<file path="src/rtl/jk_reg_bank.sv">
// jk_reg_bank: bank of JK flip-flop cells with per-bit JK update, toggle-chain count, parallel load and hold.
// Define JK_UPDOWN_EN to add the dir port, which selects down counting in COUNT mode.
module jk_reg_bank #(
    parameter int WIDTH = 8,
    parameter logic [WIDTH-1:0] RESET_VAL = '0
) (
    input  logic             clk,
    input  logic             reset,
    input  logic             en,
    input  logic [1:0]       mode,
    input  logic [WIDTH-1:0] j,
    input  logic [WIDTH-1:0] k,
    input  logic [WIDTH-1:0] load_val,
`ifdef JK_UPDOWN_EN
    input  logic             dir,
`endif
    output logic [WIDTH-1:0] q,
    output logic [WIDTH-1:0] qbar,
    output logic             wrap
);
    logic             down;
    logic [WIDTH-1:0] t;
    logic [WIDTH-1:0] jj;
    logic [WIDTH-1:0] kk;
    logic             cnt_wrap;
`ifdef JK_UPDOWN_EN
    assign down = dir;
`else
    assign down = 1'b0;
`endif
    // toggle chain: bit i flips once all lower bits sit at the carry (up) or borrow (down) value
    for (genvar i = 0; i < WIDTH; i++) begin : g_t
        if (i == 0) begin : g_lsb
            assign t[i] = 1'b1;
        end else begin : g_hi
            assign t[i] = down ? ~|q[i-1:0] : &q[i-1:0];
        end
    end
    assign cnt_wrap = t[WIDTH-1] & (q[WIDTH-1] ^ down);
    // every mode is expressed as J/K drive into the same cells
    always_comb begin
        jj = mode == 2'b00 ? j : mode == 2'b01 ? t : mode == 2'b10 ? load_val : '0;
        kk = mode == 2'b00 ? k : mode == 2'b01 ? t : mode == 2'b10 ? ~load_val : '0;
    end
    always_ff @(posedge clk) begin
        if (reset) begin
            q    <= RESET_VAL;
            wrap <= 1'b0;
        end else if (!en) begin
            wrap <= 1'b0;
        end else begin
            q    <= (jj & ~q) | (~kk & q);
            wrap <= mode == 2'b01 && cnt_wrap;
        end
    end
    assign qbar = ~q;
endmodule
</file>
<file path="config.mk">
export PLATFORM = sky130hd
export DESIGN_NAME = jk_reg_bank
export DESIGN_NICKNAME = d
export VERILOG_FILES = /design/src/rtl/jk_reg_bank.sv
export SDC_FILE = /design/constraint.sdc
export NUM_CORES = 1
export LEC_CHECK = 0
export ABC_CLOCK_PERIOD_IN_PS = 1900
export CAP_MARGIN = 40
export CORE_UTILIZATION = 36
export CTS_CLUSTER_DIAMETER = 50
export DETAILED_ROUTE_END_ITERATION = 16
export PLACE_DENSITY_LB_ADDON = 0.05
export SYNTH_ARGS = -nofsm -noshare
export SYNTH_HDL_FRONTEND = slang
export SYNTH_SLANG_ARGS = --single-unit
</file>
<file path="constraint.sdc">
create_clock -name clk -period 1.9 [get_ports clk]
set_clock_uncertainty 0.1 [all_clocks]
set_input_delay 0.285 -clock clk [delete_from_list [all_inputs] [get_ports clk]]
set_output_delay 0.285 -clock clk [all_outputs]
set_load 0.05 [all_outputs]
</file>
* After elaboration in Yosys (flattened, before gate mapping)
Cells that the tools add are included.
Widths: inputs -> output; s select.
** Storage, ports and cells
- Flip-flop bits (word level) :: 9
- Input port bits :: 29
- Logic and storage cells :: 27
** Cells by class
- Eq/ne operators :: 2
- Multiplexer cells :: 6
- Bitwise logic cells :: 8
- Reductions and logical operators :: 9
** Operators by type and width (number)
- $mux 8 :: 6
- $not 8->8 :: 3
- $and 8x8->8 :: 2
- $or 8x8->8 :: 1
- $reduce_and 7->1 :: 1
- $reduce_and 6->1 :: 1
- $reduce_and 5->1 :: 1
- $reduce_and 4->1 :: 1
- $reduce_and 3->1 :: 1
- $eq 2x1->1 const B :: 1
- $eq 2x2->1 const B :: 1
- $logic_not 2->1 :: 1
- $reduce_and 2->1 :: 1
- $reduce_or 2->1 :: 1
- $and 1x1->1 :: 1
- $logic_and 1x1->1 :: 1
- $not 1->1 :: 1

* Logic depth before layout (Yosys ltp)
Gate-level depths: netlist of run 1.
- Word-level depth :: 7
- Gate-level depth with buffers :: 6
- Depth with buffers taken out :: 4

* Worst setup path after synthesis of run 1
No wires, ideal clock.
- Path type :: flip-flop to flip-flop
- From :: register q[5]
- To :: register q[6]
- Data arrival time :: 2036 ps
- Data required time :: 1730 ps
- Slack :: -306 ps
- Cell stages (with the launch flop) :: 5
- Path buffers :: 0
- Clock period less this slack :: 2206 ps
- Cell sequence :: dfxtp_1 > inv_1 > or4_4 > a211o_1 > a21oi_1
** On the way
- Word-level cells in the longest chain between the ends :: 6
** RTL lines
- from (decl) :: line 17 : output logic [WIDTH-1:0] q,
- from (signal assigned) :: line 52 : q <= (jj & ~q) | (~kk & q);
- $reduce_and 6->1 * :: line 36 : assign t[i] = down ? ~|q[i-1:0] : &q[i-1:0];
- $mux 8 (2 in series) :: line 43 : kk = mode == 2'b00 ? k : mode == 2'b01 ? t : mode == 2'b10 ? ~load_val : '0;
- $not 8->8 :: line 52
- $and 8x8->8 :: line 52
- $or 8x8->8 * :: line 52
Every way passes the cells marked *; elsewhere a longest branch is shown, timed or not.
A chain may end at the register's enable or synchronous reset.

* Worst setup path after layout of run 1
- From :: register q[7]
- To :: output q[7]
No word-level cell between the ends.

==> results of run 1 <==
-- cell usage in the layout, fill, tap and decap left out, drive strengths merged, types with 2 or more instances in the layout --
| master | synthesis | layout |
|---|---|---|
| a211oi | 3 | 3 |
| a21oi | 10 | 10 |
| a31oi | 2 | 2 |
| buf | 2 | 27 |
| clkbuf | 5 | 4 |
| clkdlybuf4s50 | 0 | 30 |
| clkinvlp | 0 | 3 |
| dfxtp | 9 | 9 |
| inv | 13 | 10 |
| mux2 | 2 | 2 |
| mux2i | 3 | 3 |
| nand2 | 5 | 5 |
| nand2b | 2 | 2 |
| nand3 | 5 | 5 |
| nor2 | 4 | 4 |
| nor2b | 2 | 2 |
| nor4 | 4 | 4 |
| o211ai | 2 | 2 |
| o21ai | 12 | 12 |
| o32ai | 2 | 2 |
| or3 | 2 | 2 |
-- registers in the layout (all words and copies together) (netlist names) --
| signal | count |
|---|---|
| q | 8 |
| wrap | 1 |
-- where the power goes --
| group | internal [mW] | total, mW | switching (mW) |
|---|---|---|---|
| combinational | 0.131 | 0.296 | 0.165 |
| sequential | 0.202 | 0.219 | 0.0176 |
| clock | 0.0812 | 0.157 | 0.0757 |
| total | 0.414 | 0.673 | 0.258 |
-- cells by family (layout without fill, tap and decap cells) --
logic type | after synthesis | count (layout) | synth area share (%)
mux | 5 | 5 | 7.304
compound gates | 40 | 40 | 35.65
flops | 9 | 9 | 25.04
simple gates | 27 | 27 | 21.22
buf+inv | 20 | 74 | 10.78
-- worst max path at each step --
stage,from,endpoint,slack [ps],depth (start not counted)
6_report,q[7],q[7],50,1
5_1_grt,q[7],q[7],20,1
4_1_cts,q[7],q[7],50,1
3_5_place_dp,mode[0],q[6],-70,5
3_3_place_gp,mode[0],q[6],-40,5
2_1_floorplan,q[5],q[6],-30,4
-- per-stage QoR --
step / std cells / total power, mW / worst slack [ps] / setup TNS (ps) / utilization [%]
floorplan: 101 / 0.3866 / -27.78 / -27.78 / -
global placement: 176 / 0.5160 / -38.75 / -38.75 / 68.96
detailed placement: 176 / 0.5188 / -73.51 / -73.51 / 68.96
CTS: 180 / 0.6732 / 45.86 / 0 / 70.42
global route: 180 / 0.7092 / 20.58 / 0 / 70.42
finish: 180 / 0.6725 / 47.12 / 0 / 70.42
-- cell type report --
cell class,count,area (um^2)
timing repair buffer,57,503.0
clock buffer,4,26.28
tap,25,31.28
inverter,13,60.06
fill,175,533.0
sequential,9,186.4
multi-input combinational,72,461.7
-- per-layer routing --
layer  GRT usage, %  part of all wire, %
met3          5.098                  8.1
met1          30.63                   44
met2          39.17                   47
met4          7.429                 0.72
met5              0                    0
==> run summary, run 1 <==
Status = complete, no violations
Height of the die = 46.71 um
CTS tree = built
Average instance area after synthesis = 7.123 um^2
Commonest cells post-synth = inv_1, o21ai_0, a21oi_1, dfxtp_1
Final Cycle Share = 97.52%
Max Freq = 0.5397 GHz
Endpoints failing setup = 0
Worst Path Max Fanout = 3
Total GRT Usage = 23.71%
CP max stage cell = clkdlybuf4s50_1
Synth Register Bits = 9
Syn_nets = 130
Via count = 973
Crit-path cells = clkdlybuf4s50_1
Post-CTS Hold Buffers = 0
Synth unique cells = 32
FF-to-FF End = q[6]
HPWL after DPL = 1865 um
Setup Buffers After CTS = 0
Avg WL per Cell = 13.08 um
Die span in x = 46.71 um
Pwr dens = 530.1 nW/um^2
Cell Area, Placed = 1242 um^2
Top FF cell, synth = dfxtp_1
Hold Slack = 409.6 ps
RSZ-0062 raised after global routing = no
Reg2Reg Setup Slack = 210 ps
Peak VDD IR = 0.3982 mV
Ant. Diodes = 0
Fin crit period = 1853 ps
DRC = 0
Max-cap violations = 0
Clock Pin Slew Worst Setup and Hold Paths = 70 ps
Post-synth ARST share = 0%
Max-slew violation count = 0
Root Buffer = clkbuf_4
First-pass GRT wire length = 3663 um
Final Cell Area = 1269 um^2
Kind of critical path = flop to output port
Grt ovf = 0
Vias in the first global route = 845
Largest net degree at the start of global routing = 15
Slew HR = 66.23%
Final WL = 2355 um
Arr. time, crit path = 1470 ps
Starting Density = 39.93%
Lkg Pwr = 0.4856 nW
R2R cell count = 4
Ports = 46
Die area = 2181 um^2
Number of flops mapped to enable cells by yosys = 0
DRT Pass-1 Iters = 4
CTS buffer count = 3
Routability cong. = 0.9034
Antenna violations before repair = 0
Syn Std Cell Area = 719.4 um^2
Buffers & Inverters on Critical Path = 1
Core area = 1802 um^2
FP Rows = 15
Synth top area cells = dfxtp_1, o21ai_0, a21oi_1
Worst path max stage delay = 830 ps
Post-CTS resize count = 0
CP required = 1510 ps
WHS Path Cells = 2
Count leader, synth = inv_1
Antenna-violating nets left = 0
Slew at the pin closest to its max-slew limit = 505.0 ps
Crit. End Element = output port
PortBufs = 45
Reg2reg start = q[0]
Synthesized instance count = 101
Sink Count = 9
Delay-heaviest family, CP = buffers and inverters
1st-iter DRT viols = 23
Max Buffers Root-to-Sink = 2
Final hold vios = 0
Crit path launch type = flop
Worst Hold End = q[5]
Ys Warns = 0
Layout cells sized above 1 = 25.81%
Hold Path Class = flop to flop
Area grow syn2layout = 76.35%
H-tree Lvls = 1
Worst-Skew Late Latency = 270 ps
Register area share after synthesis = 25.04%
Min-delay src = q[5]
Post-layout nets = 185
Vias/cell = 5.406
Post-synth top area share = 25.04%
Yosys top cell by area = dfxtp_1
(Power assumes the default switching activity.)
==> run 2, diff against run 1 <==
Settings changed: ABC_CLOCK_PERIOD_IN_PS 1900 to 2200, CORE_UTILIZATION 36 to 38.
Clock period 1.9 ns to 2.2 ns, I/O delays scaled along.
==> run summary, run 2 (same netlist as run 1, synthesis figures left out) <==
Status = complete, no violations (unchanged)
Max Freq = 0.4905 GHz
Max-slew violation count = 0 (unchanged)
Layout cells sized above 1 = 9.459% (was 25.81%)
Slew at the pin closest to its max-slew limit = 506.3 ps (was 505.0 ps)
Max-cap violations = 0 (unchanged)
Post-layout nets = 178 (was 185)
FP Rows = 15 (unchanged)
Ant. Diodes = 0 (unchanged)
FF/Latch Area = 181.4 um^2 (was 186.4 um^2)
Via count = 1005 (was 973)
Grt ovf = 0 (unchanged)
Buffers & Inverters on Critical Path = 1 (unchanged)
Post-CTS Hold Buffers = 0 (unchanged)
First-pass GRT wire length = 4057 um (was 3663 um)
Clock Power Share = 23.7% (was 23.3%)
Clock Pin Slew Worst Setup and Hold Paths = 70 ps (about the same)
DRT Pass-1 Iters = 4 (unchanged)
Hold Path Class = flop to flop (unchanged)
Die area = 2071 um^2 (was 2181 um^2)
Worst path max stage delay = 860 ps (was 830 ps)
Setup TNS Final = 0 ps (unchanged)
Setup Buffers After CTS = 0 (unchanged)
Total GRT Usage = 27.46% (was 23.71%)
Routability cong. = 0.8208 (was 0.9034)
Max Buffers Root-to-Sink = 2 (unchanged)
Sequential group share of total power = 32.2% (was 32.6%)
Combinational Power Share = 44.0% (was 44.1%)
CTS tree = built (unchanged)
Area grow syn2layout = 72.52% (was 76.35%)
Sink Count = 9 (unchanged)
Max FFs per register = 8 (unchanged)
Most flops, register = q (unchanged)
Peak VDD IR = 0.3036 mV (was 0.3982 mV)
CP required = 1770 ps (was 1510 ps)
Final hold vios = 0 (unchanged)
Worst Path Max Fanout = 7 (was 3)
PortBufs = 45 (unchanged)
Worst-Skew Late Latency = 270 ps (about the same)
Antenna violations before repair = 0 (unchanged)
Arr. time, crit path = 1610 ps (was 1470 ps)
Sw Share = 38.69% (was 38.40%)
Commonest cells after routing, fill and taps aside = clkdlybuf4s50_1, inv_1, o21ai_0, a21oi_1, dfxtp_1 (was clkdlybuf4s50_1, buf_4, o21ai_0, inv_1, a21oi_1)
Fillers = 149 (was 175)
Vias/cell = 5.809 (was 5.406)
Height of the die = 45.51 um (was 46.71 um)
Avg WL per Cell = 14.69 um (was 13.08 um)
Endpoints failing setup = 0 (unchanged)
Cell Area, Placed = 1215 um^2 (was 1242 um^2)
Post-CTS resize count = 0 (unchanged)
Root Buffer = clkbuf_4 (unchanged)
1st-iter DRT viols = 26 (was 23)
Internal power = 0.3572 mW (was 0.4143 mW)
DRC = 0 (unchanged)
Core area = 1745 um^2 (was 1802 um^2)
Pwr dens = 469.3 nW/um^2 (was 530.1 nW/um^2)
Crit path launch type = flop (unchanged)
Final Cycle Share = 92.67%
H-tree Lvls = 1 (unchanged)
Footprint of the multi-input gates = 461.7 um^2 (unchanged)
Fin crit period = 2039 ps
Slew HR = 66.14% (was 66.23%)
Antenna-violating nets left = 0 (unchanged)
Crit-path cells = clkdlybuf4s50_1 (unchanged)
Ports = 46 (unchanged)
HPWL after DPL = 1983 um (was 1865 um)
Kind of critical path = flop to output port (unchanged)
Starting Density = 41.22% (was 39.93%)
Final WL = 2541 um (was 2355 um)
Largest regs = q (8), wrap (1) (unchanged)
Lkg Pwr = 0.4420 nW (was 0.4856 nW)
CTS buffer count = 3 (unchanged)
CP max stage cell = clkdlybuf4s50_1 (unchanged)
Delay-heaviest family, CP = buffers and inverters (unchanged)
Vias in the first global route = 948 (was 845)
Largest net degree at the start of global routing = 16 (was 15)
Sw power = 0.2254 mW (was 0.2583 mW)
Final Cell Area = 1241 um^2 (was 1269 um^2)
Commonest non-fill, non-tap cell in the layout = clkdlybuf4s50_1 (unchanged)
RSZ-0062 raised after global routing = no (unchanged)
Die span in x = 45.51 um (was 46.71 um)
Crit. End Element = output port (unchanged)
[run 2: per-stage QoR]
step                hold slack [ps]  power, mW  utilization, %  instances  setup WS, ps
floorplan                     410.3     0.3311               -        101         157.0
global placement              383.9     0.4417           69.61        169         235.2
detailed placement            404.5     0.4465           69.61        169         211.6
CTS                           414.2     0.5854           71.11        173         162.4
global route                  432.0     0.6106           71.11        173         114.9
finish                        413.6     0.5826           71.11        173         161.2
[run 2: area by class of cell]
type | count | area share (%)
clock buffers | 4 | 2.117
inverters | 13 | 4.234
multi-input cells | 72 | 37.20
flip-flops and latches | 9 | 14.62
well taps | 25 | 2.520
repair buffers | 50 | 39.31
[run 2: power groups by stage]
| stage | clock network (mW) | registers [mW] | logic (mW) |
|---|---|---|---|
| 3_5_place_dp | 0 | 0.191 | 0.255 |
| 2_1_floorplan | 0 | 0.225 | 0.106 |
| 4_1_cts | 0.142 | 0.188 | 0.256 |
| 3_3_place_gp | 0 | 0.191 | 0.250 |
| 6_report | 0.138 | 0.188 | 0.257 |
| 5_1_grt | 0.149 | 0.190 | 0.271 |
[run 2: tightest hold or removal path: stages (launching register included)]
cell	delay (ps)
dfxtp_2	340
nand2_1	60
a31oi_1	70
[run 2: routing by layer]
metal	wire length, um	up-vias	track usage [%]
li1	-	467	-
met1	1030	485	28.47
met2	1366	51	50.86
met3	122	2	7.143
met4	22	0	12.12
met5	0	-	0
[run 2: path summary, 6_finish.rpt]
path	from	to	slack [ps]	cells after the start
worst max register to register	q[0]	q[6]	530	4
worst min-delay path	q[5]	q[5]	410	2
worst min register to register	q[5]	q[5]	410	2
worst max-delay path	q[0]	q[0]	160	1
